===== src/rtl/pixel_pkg.sv =====
// Shared definitions for the 8-digit 7-segment scan controller: digit
// numbering, scan state encoding and the one-hot anode helper.
package pixel_pkg;

    localparam int          NUM_DIGITS = 8;
    localparam int          SEL_W      = 3;
    localparam logic [7:0]  ANODE_OFF  = 8'hFF;

    // Digit positions as seen by the address/data nibble mux.
    localparam logic [SEL_W-1:0] DIG_DATA0   = 3'd0;
    localparam logic [SEL_W-1:0] DIG_DATA1   = 3'd1;
    localparam logic [SEL_W-1:0] DIG_DATA2   = 3'd2;
    localparam logic [SEL_W-1:0] DIG_DATA3   = 3'd3;
    localparam logic [SEL_W-1:0] DIG_ADDR_LO = 3'd4;
    localparam logic [SEL_W-1:0] DIG_ADDR_HI = 3'd5;

    // Scan state; the encoding doubles as the seg_sel value.
    typedef enum logic [SEL_W-1:0] {
        S0 = 3'd0, S1 = 3'd1, S2 = 3'd2, S3 = 3'd3,
        S4 = 3'd4, S5 = 3'd5, S6 = 3'd6, S7 = 3'd7
    } scan_state_t;

    // Active-high one-hot of a digit index (bit sel set).
    function automatic logic [NUM_DIGITS-1:0] onehot8(input logic [SEL_W-1:0] sel);
        logic [NUM_DIGITS-1:0] oh;
        oh      = '0;
        oh[sel] = 1'b1;
        return oh;
    endfunction

endpackage


===== src/rtl/pixel_scan_ctrl_if.sv =====
// Display-side bundle of the scan controller: enable and digit mask in,
// digit select, anode drive and slot pulse out.
interface pixel_scan_ctrl_if;
    import pixel_pkg::*;

    logic                  en;
    logic [NUM_DIGITS-1:0] digit_mask;
    logic [SEL_W-1:0]      seg_sel;
    logic [NUM_DIGITS-1:0] anode;
    logic                  slot_tick;

    // Host side: sets enable/mask and observes the scan.
    modport master (
        output en, digit_mask,
        input  seg_sel, anode, slot_tick
    );

    // Scan controller side.
    modport slave (
        input  en, digit_mask,
        output seg_sel, anode, slot_tick
    );

endinterface


===== src/rtl/refresh_tick_gen.sv =====
// Digit-slot timer: counts 0..TICK_DIV-1 while enabled and flags the last
// cycle of each slot. The running count is exported for dead-time logic.
module refresh_tick_gen #(
    parameter int TICK_DIV = 100000,
    localparam int CNT_W   = $clog2(TICK_DIV)
) (
    input  logic             clk,
    input  logic             reset_n,
    input  logic             en,
    output logic             tick,
    output logic [CNT_W-1:0] count
);

    localparam logic [CNT_W-1:0] LAST = CNT_W'(TICK_DIV - 1);

    // Last cycle of the slot; suppressed while the scan is frozen.
    assign tick = en && (count == LAST);

    // Slot counter: advances only when enabled, holds its value otherwise.
    // NOTE: sequential state uses non-blocking (<=) so every register samples
    // pre-edge values regardless of statement order.
    always_ff @(posedge clk or negedge reset_n) begin
        if (!reset_n) begin
            count <= '0;
        end else if (en) begin
            count <= tick ? '0 : count + 1'b1;
        end
    end

endmodule


===== src/rtl/pixel_scan_ctrl.sv =====
// 8-digit 7-segment scan controller. Walks seg_sel 0..7 at one digit per
// TICK_DIV cycles and drives the matching active-low anode, gated by the
// per-digit mask and the scan enable.
// Build option GHOST_BLANK_EN: holds all anodes off for the first
// DEAD_CYCLES cycles of every slot to hide segment/anode skew.
module pixel_scan_ctrl
    import pixel_pkg::*;
#(
    parameter int TICK_DIV    = 100000,
    parameter int DEAD_CYCLES = 2
) (
    input  logic              clk,
    input  logic              reset_n,
    pixel_scan_ctrl_if.slave  bus
);

    localparam int CNT_W = $clog2(TICK_DIV);

`ifdef GHOST_BLANK_EN
    localparam int DEAD_EFF = DEAD_CYCLES;
`else
    localparam int DEAD_EFF = 0;
`endif

    logic                  tick;
    logic [CNT_W-1:0]      count;
    logic [CNT_W:0]        count_inc;
    logic                  dead_next;
    scan_state_t           state, state_next;
    logic [NUM_DIGITS-1:0] anode_q, anode_next;
    logic                  slot_tick_q;

    refresh_tick_gen #(.TICK_DIV(TICK_DIV)) u_tick (
        .clk     (clk),
        .reset_n (reset_n),
        .en      (bus.en),
        .tick    (tick),
        .count   (count)
    );

    // Dead-time applies when the count after this edge is below DEAD_EFF;
    // a wrapping tick always lands on count 0.
    assign count_inc = {1'b0, count} + 1'b1;
    assign dead_next = (DEAD_EFF > 0) &&
                       (tick || (count_inc < (CNT_W+1)'(DEAD_EFF)));

    // Next scan state and next anode pattern, computed from the post-edge
    // state so seg_sel and anode change on the same edge.
    // NOTE: every output of this block gets a default first so no path can
    // leave it unassigned and infer a latch.
    always_comb begin
        state_next = state;
        anode_next = ANODE_OFF;
        if (tick) begin
            state_next = scan_state_t'(state + 3'd1);
        end
        if (bus.en && !dead_next) begin
            anode_next = ~(onehot8(state_next) & bus.digit_mask);
        end
    end

    // Scan state, anode drive and slot pulse registers.
    always_ff @(posedge clk or negedge reset_n) begin
        if (!reset_n) begin
            state       <= S0;
            anode_q     <= ANODE_OFF;
            slot_tick_q <= 1'b0;
        end else begin
            state       <= state_next;
            anode_q     <= anode_next;
            slot_tick_q <= tick;
        end
    end

    assign bus.seg_sel   = state;
    assign bus.anode     = anode_q;
    assign bus.slot_tick = slot_tick_q;

endmodule

===== src/flat_wrapper.sv =====
// flat-port wrapper written by rule: the top's interface ports become plain ports
module pixel_scan_ctrl_flat import pixel_pkg::*;
#(
    parameter int TICK_DIV    = 100000,
    parameter int DEAD_CYCLES = 2
)
  (clk, reset_n, bus_en, bus_digit_mask, bus_seg_sel, bus_anode, bus_slot_tick);
  pixel_scan_ctrl_if bus_i ();
  input  logic clk;
  input  logic reset_n;
  input wire logic [$bits(bus_i.en)-1:0] bus_en;
  input wire logic [$bits(bus_i.digit_mask)-1:0] bus_digit_mask;
  output wire logic [$bits(bus_i.seg_sel)-1:0] bus_seg_sel;
  output wire logic [$bits(bus_i.anode)-1:0] bus_anode;
  output wire logic [$bits(bus_i.slot_tick)-1:0] bus_slot_tick;
  assign bus_i.en = bus_en;
  assign bus_i.digit_mask = bus_digit_mask;
  assign bus_seg_sel = bus_i.seg_sel;
  assign bus_anode = bus_i.anode;
  assign bus_slot_tick = bus_i.slot_tick;
  pixel_scan_ctrl #(.TICK_DIV(TICK_DIV), .DEAD_CYCLES(DEAD_CYCLES)) u_core (.clk(clk), .reset_n(reset_n), .bus(bus_i));
endmodule

===== config.mk =====
export PLATFORM = sky130hd
export DESIGN_NAME = pixel_scan_ctrl_flat
export DESIGN_NICKNAME = d
export VERILOG_FILES = /design/src/rtl/pixel_pkg.sv /design/src/rtl/pixel_scan_ctrl_if.sv /design/src/rtl/refresh_tick_gen.sv /design/src/rtl/pixel_scan_ctrl.sv /design/src/flat_wrapper.sv
export SDC_FILE = /design/constraint.sdc
export NUM_CORES = 1
export LEC_CHECK = 0
export ABC_CLOCK_PERIOD_IN_PS = 3500
export BUFFER_PORTS_ARGS = -buffer_cell sky130_fd_sc_hd__buf_4
export CORE_MARGIN = 2
export CORE_UTILIZATION = 60
export CTS_BUF_LIST = sky130_fd_sc_hd__clkbuf_4
export CTS_CLUSTER_DIAMETER = 80
export DETAILED_ROUTE_END_ITERATION = 10
export PLACE_DENSITY = 0.84
export SLEW_MARGIN = 20
export SYNTH_ARGS = -nofsm -noshare
export SYNTH_HDL_FRONTEND = slang
export SYNTH_HIERARCHICAL = 1
export SYNTH_SLANG_ARGS = --single-unit

===== constraint.sdc =====
create_clock -name clk -period 3.5 [get_ports clk]
set_clock_uncertainty 0.2 [all_clocks]
set_input_delay 0.175 -clock clk [delete_from_list [all_inputs] [get_ports clk]]
set_output_delay 0.175 -clock clk [all_outputs]
set_load 0.1 [all_outputs]

### Word level (Yosys, flattened, before mapping)

Index checks and enable logic that the tools add are counted.
W data, S select, Z words.

| operators by class | value |
|---|---|
| $add $sub $neg | 2 |
| magnitude comparators | 2 |
| equality and inequality tests | 1 |
| muxes and demuxes | 5 |
| bitwise operators | 2 |
| reductions and logical operators | 2 |

Operators by type and width:

| operator | count |
|---|---|
| $add A17 B1 Y17 const B | 1 |
| $eq A17 B17 Y1 const B | 1 |
| $mux W17 | 1 |
| $and A8 B8 Y8 | 1 |
| $mux W8 | 1 |
| $not A8 Y8 | 1 |
| $lt A3 B4 Y1 const B | 1 |
| $add A3 B1 Y3 const B | 1 |
| $demux W1 S3 | 1 |
| $ge A3 B1 Y1 const B | 1 |
| $mux W3 | 1 |
| $logic_and A1 B1 Y1 | 2 |
| $mux W1 | 1 |

| storage, ports and cells | value |
|---|---|
| register bits | 29 |
| input bits | 11 |
| output and inout port bits | 12 |

### Longest topological paths before layout

Gate-level depths: netlist (run 1).

| depth | value |
|---|---|
| depth in word-level cells | 10 |
| depth in mapped cells | 8 |
| depth with buffers taken out | 7 |

### Modules after synthesis

The synthesis (run 1) kept the hierarchy.

By module, submodules not included:

| module | times used | cells each | area each (um^2) |
|---|---|---|---|
| refresh_tick_gen | 1 | 83 | 855.8 |
| pixel_scan_ctrl | 1 | 47 | 573.0 |

### Least setup slack after synthesis (run 1)

Ideal clock, no wire load.

| timing path | value |
|---|---|
| kind | flip-flop to flip-flop |
| from | reg u_core.u_tick.count[0] |
| to | reg u_core.anode_q[3] (netlist: u_core/bus.anode[3]) |
| setup time | 0.090 ns |
| arrival | 1.981 ns |
| data required time | 3.210 ns |
| slack | 1.229 ns |
| stages on the path, launching flop included | 8 |
| path buffers | 0 |
| clock period less this slack | 2.271 ns |
| cells stage by stage | dfrtp_1 > ha_1 > and3_1 > nand4_2 > nor3_4 > or4b_1 > nand3_2 > nand3_1 |

| between the ends | value |
|---|---|
| cells in the longest elaborated chain, start to end | 10 |
| elaborated cells on any way between the ends | 11 |

RTL lines:

| what | line | text |
|---|---|---|
| from (decl) | refresh_tick_gen.sv:11 | `output logic [CNT_W-1:0] count` |
| from (signal assigned) | refresh_tick_gen.sv:26 | `count <= tick ? '0 : count + 1'b1;` |
| $eq A17 B17 Y1 (*) | refresh_tick_gen.sv:17 | `assign tick = en && (count == LAST);` |
| $logic_and A1 B1 Y1 (*) | refresh_tick_gen.sv:17 |  |
| named net u_core.tick | pixel_scan_ctrl.sv:25 | `logic tick;` |
| $mux W3 (*) | pixel_scan_ctrl.sv:54 | `if (tick) begin` |
| $lt A3 B4 Y1 (not written as such) or $ge A3 B1 Y1 (tied branches) | pixel_pkg.sv:27 | `oh[sel] = 1'b1;` |
| $logic_and A1 B1 Y1 (not written as such) | pixel_pkg.sv:27 |  |
| $mux W1 (not written as such) | pixel_pkg.sv:27 |  |
| $demux W1 S3 (*) | -- |  |
| $and A8 B8 Y8 (*) | pixel_scan_ctrl.sv:58 | `anode_next = ~(onehot8(state_next) & bus.digit_mask);` |
| $not A8 Y8 (*) | pixel_scan_ctrl.sv:58 |  |
| $mux W8 (*) | pixel_scan_ctrl.sv:57 | `if (bus.en && !dead_next) begin` |
| named net u_core.anode_next[3] | pixel_scan_ctrl.sv:30 | `logic [NUM_DIGITS-1:0] anode_q, anode_next;` |
| to (signal assigned) | pixel_scan_ctrl.sv:70 | `anode_q <= anode_next;` |
| to (decl) | pixel_scan_ctrl.sv:30 |  |

The timed path passes the listed nets; every way through them passes the cells marked *.
A chain may end at the register's enable or synchronous reset.

### Final worst setup path (run 1)

| timing path | value |
|---|---|
| from | reg u_core.u_tick.count[0] |
| to | reg u_core.anode_q[1] (netlist: u_core/bus.anode[1]) |

The elaborated chain is that of the path after synthesis.

==> results of run 1 <==
## Yosys cell counts, drive strengths merged
cell,count
dfrtp,21
nand3,15
xnor2,12
nand4,10
dfstp,8
nor2,8
nand2,7
inv,6
nor4,6
buf,5
xor2,4
nand3b,3
and3,2
ha,2
nand2b,2
nand4b,2
nand4bb,2
o211ai,2
or3b,2
a21oi,1
and2,1
and4,1
mux2i,1
nor2b,1
nor3,1
nor4bb,1
o21ai,1
o22ai,1
or3,1
or4b,1
## what timing repair did
| action | 4_1_cts | 5_1_grt |
|---|---|---|
| hold buffers | 10 | 0 |
| hold endpoints to repair | 40 | 0 |
| buffers inserted | 0 | 0 |
## routing by layer
layer  up-vias  global-route usage [%]
met1       525                    33.0
met3         9                    6.86
met5         -                       0
met4         0                    12.8
li1        538                       -
met2        30                    35.6
## critical path, stage by stage, from the launching register on
cell,delay [ps]
dfrtp_1,410
ha_1,250
and3_1,240
nand4_2,140
nor3_4,440
mux2i_1,360
and2_1,240
nand3_1,110
## how the worst max path moves through the flow
stage | slack (ps) | to | depth (start not counted) | from
final | 1050 | u_core/bus.anode[1] | 7 | u_core/u_tick/count[0]
after global routing | 830 | u_core/bus.anode[1] | 7 | u_core/u_tick/count[0]
after CTS | 1080 | u_core/bus.anode[5] | 7 | u_core/u_tick/count[0]
after detailed placement | 1090 | u_core/bus.anode[5] | 7 | u_core/u_tick/count[0]
after global placement | 1190 | u_core/bus.anode[3] | 7 | u_core/u_tick/count[0]
after floorplan | 1230 | u_core/bus.anode[3] | 7 | u_core/u_tick/count[0]
## registers in the layout, indices dropped and copies added, names as in the netlist
register,cells
u_core/u_tick/count,17
u_core/bus.seg_sel,3
u_core/bus.anode,8
u_core/bus.slot_tick,1
## area by class of cell
type	count	area share [%]
clock buffer	5	2.14
clock inverter	3	0.715
inverter	6	1.29
multi-input combinational	90	36.2
sequential	29	42.0
tap	28	2.00
timing repair buffer	33	15.6
## power breakdown
| part | internal, mW | switching, mW | leakage [nW] |
|---|---|---|---|
| Combinational | 0.0430 | 0.0426 | 0.398 |
| Sequential | 0.362 | 0.0437 | 0.363 |
| Clock | 0.0724 | 0.110 | 0.0300 |
| Total | 0.477 | 0.196 | 0.791 |
## kinds of logic (layout without fill, tap and decap cells)
group / Yosys count / in the layout / share of synthesized area [%]
xor gates and xnor gates: 16 / 16 / 9.81
AOI/OAI and AO/OA: 5 / 5 / 2.89
and+or+nand+nor: 66 / 66 / 29.2
buffers and inverters: 11 / 47 / 4.12
muxes: 1 / 1 / 0.701
DFF: 29 / 29 / 51.5
adders and majority gates: 2 / 2 / 1.75
## through the flow
stage / std cells / utilization (%)
floorplan: 130 / -
global placement: 176 / 71.7
detailed placement: 176 / 71.7
CTS: 194 / 78.4
global route: 194 / 78.4
finish: 194 / 78.4
## placed cells by master, fill, tap and decap left out, drive strengths merged, types with 2 or more instances in the layout
| master | count |
|---|---|
| nand4bb | 2 |
| nor2 | 8 |
| and3 | 2 |
| or3b | 2 |
| nand2 | 7 |
| nand4 | 10 |
| clkbuf | 5 |
| dfrtp | 21 |
| o211ai | 2 |
| dlygate4sd3 | 10 |
| nand4b | 2 |
| clkinv | 3 |
| dfstp | 8 |
| nor4 | 6 |
| buf | 23 |
| inv | 6 |
| nand2b | 2 |
| xor2 | 4 |
| ha | 2 |
| xnor2 | 12 |
| nand3b | 3 |
| nand3 | 15 |
==> impl_metrics.py, run 1 <==
metrics = {
    "outcome": {
        "status": "complete, no violations",
    },
    "pwr": {
        "cellPowerDensity_mw_per_mm2": 385,
        "leakagePower_nw": 0.791,
        "ir_worst_vdd_v": 0.000334,
        "total_power_uw": 674,
    },
    "timing": {
        "slew-limit-headroom_pct": 69.5,
        "hold_violations": 0,
        "slew_viol_final": 0,
        "fmax_ghz": 0.409,
        "final.setup.tns_ps": 0,
        "holdWs_ps": 125,
        "rsz0062_at_grt": "false",
        "setup_viol": 0,
        "period_minus_slack_ps": 2450,
        "finalCritPeriodShare_pct": 69.9,
        "layout_setup_ws_ps": 1050,
        "tightestPinTransition_ps": 456,
    },
    "clock_network": {
        "cts_tree": "yes",
        "cts-resized-gates": 0,
        "cts-htree-levels": 2,
        "clock_latency_ps": 320,
        "cts_sinks": 29,
        "root_buffer": "clkbuf_4",
        "path_clk_slew_ps": 90,
        "ctsLongestPathBuffers": 2,
        "cts_buffers": 5,
    },
    "logic_synthesis": {
        "synth_top_area_share_pct": 36.8,
        "synth_area_per_cell_sq_um": 11.0,
        "synth.distinct_cells": 34,
        "yosys_register_bits": 29,
        "syn-cell-area_sq_mm": 0.00143,
        "netlist_top_cells_area": "dfrtp_1 37%, dfstp_2 15%, xnor2_1 7.4%",
        "synth_area_leader_cell": "dfrtp_1",
        "synth_nets": 143,
        "yosysSeqAreaShare_pct": 51.5,
        "syn-instance-count": 130,
        "ys_warn_count": 6,
    },
    "grt": {
        "grt_max_degree": 30,
        "track_usage_pct": 24.5,
        "grt_pass1_vias": 1065,
        "grt.overflow.total": 0,
        "antenna_found_initial": 0,
        "grt_pass1_wl_microns": 4790,
    },
    "route": {
        "met3_length_microns": 118,
        "drcViolationCount": 0,
        "wl_microns": 2820,
        "first_iter_violations": 31,
        "wl_per_cell_microns": 14.5,
        "wl_met1_microns": 1350,
        "routed.top_layer": "met4",
        "vias": 1102,
        "wl_met2_microns": 1280,
        "antenna_left": 0,
        "routed_via_density": 5.68,
        "dr.pass1.iters": 4,
    },
    "floorplan": {
        "die_x_microns": 52.8,
        "coreArea_sq_mm": 0.00223,
        "die_y_microns": 52.8,
        "io_pins": 23,
        "die_area_sq_mm": 0.00279,
        "rows": 17,
        "initial_core_util_pct": 64.0,
    },
    "setup_path": {
        "endpoint_kind": "flip-flop",
        "r2r-end": "u_core/bus.anode[1]",
        "arrival_ps": 2500,
        "critical_path_peak_fanout": 14,
        "timing.rr.start": "u_core/u_tick/count[0]",
        "critPathLaunchType": "flip-flop",
        "ff2ff_setup_slack_ps": 1050,
        "reg2reg_depth": 7,
        "worstPathRequired_ps": 3550,
        "critPathKind": "flip-flop to flip-flop",
    },
    "finish": {
        "drive_gt1_share_pct": 25.9,
        "antenna_cells": 0,
        "seq_area_sq_um": 736,
        "multiInputGateArea_sq_um": 634,
        "area_growth_pct": 22.5,
        "fin_nets": 178,
        "fin_area_sq_mm": 0.00175,
        "fillers": 144,
    },
    "placement": {
        "place_congestion": 0.862,
        "hpwl_microns": 1870,
        "port_buffers": 22,
        "pre_cts_slack_ps": 1090,
        "dpl_cell_area_sq_mm": 0.00160,
    },
    "flow_run": {
        "drv_cap": 0,
    },
    "hold_path": {
        "hold_path.class": "input port to asynchronous set/reset pin",
    },
}
Note: power is estimated with default switching activity, not from simulation.
==> run 2, diff against run 1 <==
- ABC_CLOCK_PERIOD_IN_PS: 3500 -> 2250
- CORE_UTILIZATION: 60 -> 52
- PLACE_DENSITY: 0.84 -> 0.77
- clock period: 3.5 -> 2.25 ns (I/O delays scaled with it)
==> run 2 against run 1 <==
Sequential power is 55% higher. Cell area is 3.6% higher. Worst setup slack worse by 980 ps. Critical path type unchanged. Critical endpoint unchanged. Largest cell class unchanged. Highest routed layer unchanged.
==> impl_metrics.py, run 2 (same netlist as run 1, synthesis figures left out) <==
metrics = {
    "route": {
        "antenna_left": 0,
        "routed_via_density": 5.68,
        "first_iter_violations": 31,
        "wl_microns": 3030,
        "dr.pass1.iters": 7,
        "drcViolationCount": 0,
        "wl_per_cell_microns": 15.1,
        "vias": 1141,
    },
    "setup_path": {
        "critical_path_peak_fanout": 5,
        "critPathKind": "flip-flop to flip-flop",
        "arrival_ps": 2230,
        "critPathLaunchType": "flip-flop",
        "worstPathRequired_ps": 2290,
        "endpoint_kind": "flip-flop",
    },
    "timing": {
        "slew_viol_final": 0,
        "final.setup.tns_ps": 0,
        "finalCritPeriodShare_pct": 97.0,
        "tightestPinTransition_ps": 431,
        "hold_violations": 0,
        "slew-limit-headroom_pct": 71.0,
        "period_minus_slack_ps": 2180,
        "fmax_ghz": 0.458,
        "setup_viol": 0,
    },
    "grt": {
        "antenna_found_initial": 0,
        "grt.overflow.total": 0,
        "grt_pass1_wl_microns": 5290,
        "track_usage_pct": 22.0,
        "grt_max_degree": 30,
        "grt_pass1_vias": 1119,
    },
    "finish": {
        "antenna_cells": 0,
        "layout_common_cells": "26 x buf_4, 21 x dfrtp_1, 14 x nand3_1",
        "largest_reg_flops": 17,
        "fin_nets": 182,
        "final_common_cell": "buf_4",
        "top_register": "u_core/u_tick/count",
        "drive_gt1_share_pct": 30.0,
        "area_growth_pct": 27.0,
    },
    "pwr": {
        "leakagePower_nw": 0.813,
        "ir_worst_vdd_v": 0.000393,
        "cellPowerDensity_mw_per_mm2": 607,
        "total_power_mw": 1.10,
    },
    "clock_network": {
        "cts-htree-levels": 2,
        "clock_latency_ps": 340,
        "cts_sinks": 29,
        "cts_tree": "yes",
        "cts_buffers": 5,
        "path_clk_slew_ps": 100,
        "ctsLongestPathBuffers": 2,
        "root_buffer": "clkbuf_4",
    },
    "placement": {
        "port_buffers": 22,
        "place_congestion": 0.818,
        "hpwl_microns": 2030,
    },
    "floorplan": {
        "coreArea_sq_mm": 0.00269,
        "die_y_microns": 56.4,
        "io_pins": 23,
        "initial_core_util_pct": 53.2,
        "die_x_microns": 56.4,
        "die_area_sq_mm": 0.00318,
        "rows": 19,
    },
    "flow_run": {
        "drv_cap": 0,
    },
    "outcome": {
        "status": "complete, no violations",
    },
    "hold_path": {
        "hold_path.class": "input port to asynchronous set/reset pin",
    },
}
-- run 2: cell type report --
| class | instances | area [sq um] |
|---|---|---|
| clock buffer | 7 | 52.6 |
| clock inverter | 1 | 3.75 |
| fill | 211 | 872 |
| inverter | 6 | 22.5 |
| multi-input combinational | 90 | 654 |
| sequential | 29 | 736 |
| tap | 31 | 38.8 |
| timing repair buffer | 37 | 307 |
-- run 2: path summary, 6_finish.rpt --
path | start | endpoint | slack (ps) | cells past startpoint
min in group clk | bus_digit_mask[7] | u_core/bus.anode[7] | 260 | 3
max reg2reg | u_core/u_tick/count[0] | u_core/bus.anode[1] | 70 | 7
max | u_core/u_tick/count[0] | u_core/bus.anode[1] | 70 | 7
max in group asynchronous | reset_n | u_core/bus.anode[1] | 1500 | 2
min reg2reg | u_core/u_tick/count[14] | u_core/u_tick/count[14] | 310 | 1
min | reset_n | u_core/u_tick/count[10] | 30 | 2
-- run 2: where the power goes --
group / switching [mW] / internal (mW)
clock network: 0.174 / 0.144
registers: 0.0680 / 0.563
logic: 0.0757 / 0.0769
-- run 2: stage by stage --
step | instance area (sq um) | hold slack, ps | worst slack [ps] | std cells | util [%]
3_5_place_dp | 1640 | -145 | 73.5 | 182 | 61.2
6_report | 1810 | 27.1 | 67.4 | 201 | 67.5
2_1_floorplan | 1450 | -383 | 5.50 | 130 | -
4_1_cts | 1800 | 35.1 | 39.0 | 200 | 67.0
5_1_grt | 1810 | 57.1 | -14.4 | 201 | 67.5
3_3_place_gp | 1640 | -152 | 125 | 182 | 61.2
-- run 2: critical path, stage by stage (launching register included) --
cell	delay [ps]
dfrtp_1	410
ha_2	240
and3_4	230
nand4_4	110
nor3_4	220
mux2i_2	290
and2_1	260
nand3_1	120
-- run 2: what timing repair did --
item / 4_1_cts / 5_1_grt
setup buffers: 0 / 1
hold buffers: 10 / 0
endpoints found under the setup margin: 0 / 8
hold endpoints to repair: 40 / 0
gates resized for setup: 0 / 2
-- run 2: metal layers --
| metal | global-route usage, % | up-vias | part of all wire (%) | wire, microns |
|---|---|---|---|---|
| li1 | - | 543 | - | - |
| met5 | 0 | - | 0 | 0 |
| met1 | 29.1 | 547 | 43 | 1300 |
| met3 | 7.60 | 9 | 6.3 | 190 |
| met2 | 33.2 | 42 | 48 | 1470 |
| met4 | 8.50 | 0 | 2.4 | 74 |
==> run 3, diff against run 2 <==
- CORE_ASPECT_RATIO: default -> 0.75
- SETUP_SLACK_MARGIN: default -> 0.3
==> run 3 against run 2 <==
Wire length increased by 9.9%. Critical endpoint is now u_core/bus.anode[3]. Sequential cell count stayed put. Largest cell class unchanged. Sequential share of layout area fell by 2.6 points. Critical path type unchanged. Highest routed layer unchanged. Critical path depth did not move.
==> impl_metrics.py, run 3 (same netlist as run 1, synthesis figures left out) <==
metrics = {
    "outcome": {
        "status": "complete, no violations",
    },
    "setup_path": {
        "arrival_ps": 2130,
        "endpoint_kind": "flip-flop",
        "critPathKind": "flip-flop to flip-flop",
        "critPathLaunchType": "flip-flop",
        "critical_path_peak_fanout": 4,
        "worstPathRequired_ps": 2290,
    },
    "pwr": {
        "ir_worst_vdd_v": 0.000367,
        "cellPowerDensity_mw_per_mm2": 597,
        "leakagePower_nw": 0.876,
    },
    "timing": {
        "setup_viol": 0,
        "slew-limit-headroom_pct": 71.3,
        "fmax_ghz": 0.478,
        "hold_violations": 0,
        "slew_viol_final": 0,
        "holdWs_ps": 43.1,
        "final.setup.tns_ps": 0,
        "tightestPinTransition_ps": 430,
        "period_minus_slack_ps": 2090,
        "rsz0062_at_grt": "true",
        "finalCritPeriodShare_pct": 93.1,
    },
    "grt": {
        "track_usage_pct": 23.5,
        "grt_pass1_vias": 1129,
        "antenna_found_initial": 0,
        "grt_pass1_wl_microns": 5640,
        "grt_max_degree": 30,
        "grt.overflow.total": 0,
    },
    "finish": {
        "antenna_cells": 0,
        "post-route-util_pct": 74.7,
        "area_growth_pct": 36.0,
        "largest_reg_flops": 17,
        "drive_gt1_share_pct": 36.7,
        "top_register": "u_core/u_tick/count",
        "fin_nets": 192,
        "final_common_cell": "buf_4",
        "layout_common_cells": "34 x buf_4, 19 x dfrtp_1, 13 x nand3_1",
    },
    "placement": {
        "place_congestion": 0.857,
        "hpwl_microns": 2090,
        "port_buffers": 22,
    },
    "floorplan": {
        "coreArea_sq_mm": 0.00260,
        "initial_core_util_pct": 54.9,
        "rows": 16,
        "die_y_microns": 49.4,
        "die_area_sq_mm": 0.00319,
        "io_pins": 23,
        "die_x_microns": 64.5,
    },
    "clock_network": {
        "path_clk_slew_ps": 90,
        "cts-htree-levels": 2,
        "clock_latency_ps": 320,
        "cts_sinks": 29,
        "cts_tree": "yes",
        "ctsLongestPathBuffers": 2,
        "cts_buffers": 5,
        "root_buffer": "clkbuf_4",
    },
    "route": {
        "antenna_left": 0,
        "first_iter_violations": 45,
        "wl_microns": 3330,
        "drcViolationCount": 0,
        "dr.pass1.iters": 4,
        "wl_per_cell_microns": 15.4,
        "routed_via_density": 5.46,
        "vias": 1179,
    },
    "flow_run": {
        "drv_cap": 0,
    },
    "hold_path": {
        "hold_path.class": "input port to asynchronous set/reset pin",
    },
}
-- run 3: cell types whose count changed in the layout (fill, tap and decap cells not counted), moves of 2 or more --
cell | previous run | this run
dfrtp_2 | 0 | 2
buf_4 | 26 | 34
dfrtp_1 | 21 | 19
clkinv_2 | 0 | 2
-- run 3: final timing paths --
check                                        start                       to  slack, ps  cells after the start
setup reg to reg            u_core/u_tick/count[0]      u_core/bus.anode[3]        160                      7
max in group asynchronous                  reset_n      u_core/bus.anode[1]       1490                      2
min in group clk                 bus_digit_mask[2]      u_core/bus.anode[2]        280                      3
setup / recovery            u_core/u_tick/count[0]      u_core/bus.anode[3]        160                      7
hold reg to reg            u_core/u_tick/count[14]  u_core/u_tick/count[14]        300                      1
hold / removal                             reset_n  u_core/u_tick/count[13]         40                      2
-- run 3: final cells by class --
class / count / area (sq um)
sequential: 29 / 738
multi-input combinational: 90 / 694
fill: 172 / 659
timing repair buffer: 47 / 388
clock buffer: 6 / 45.0
tap: 36 / 45.0
inverter: 6 / 22.5
clock inverter: 2 / 10.0
-- run 3: routing by layer --
layer / global-route usage [%] / vias up / share of wire [%]
li1: - / 567 / -
met1: 33.5 / 561 / 43
met2: 36.1 / 48 / 49
met3: 5.77 / 3 / 6.9
met4: 6.38 / 0 / 0.66
met5: 0 / - / 0
-- run 3: timing repair --
action | in CTS | in global routing
endpoints found under the setup margin | 9 | 11
pin swaps | 3 | 3
hold endpoints to repair | 40 | 0
gates resized for setup | 5 | 6
setup buffers | 5 | 4
hold buffers | 11 | 0
-- run 3: stage by stage --
step	setup slack [ps]	std cells	cell area, sq um	total power [mW]
6_report	156	216	1940	1.16
5_1_grt	118	216	1940	1.22
4_1_cts	209	212	1880	1.12
3_5_place_dp	110	188	1660	0.786
3_3_place_gp	151	188	1660	0.780
2_1_floorplan	49.3	130	1450	0.719
-- run 3: where the power goes --
part	internal, mW	leakage [nW]	switching (mW)	total [mW]
sequential	0.565	0.360	0.0607	0.626
combinational	0.125	0.480	0.104	0.229
clock	0.131	0.0354	0.174	0.305
total	0.821	0.876	0.339	1.16
-- run 3: worst max-delay path, cell delays in order (launching register included) --
cell and delay, ps:
dfrtp_1 410, ha_4 150, and3_4 200, nand4_4 80, nor3_4 290, or4b_4 520, nand3_4 80, nand3_1 70
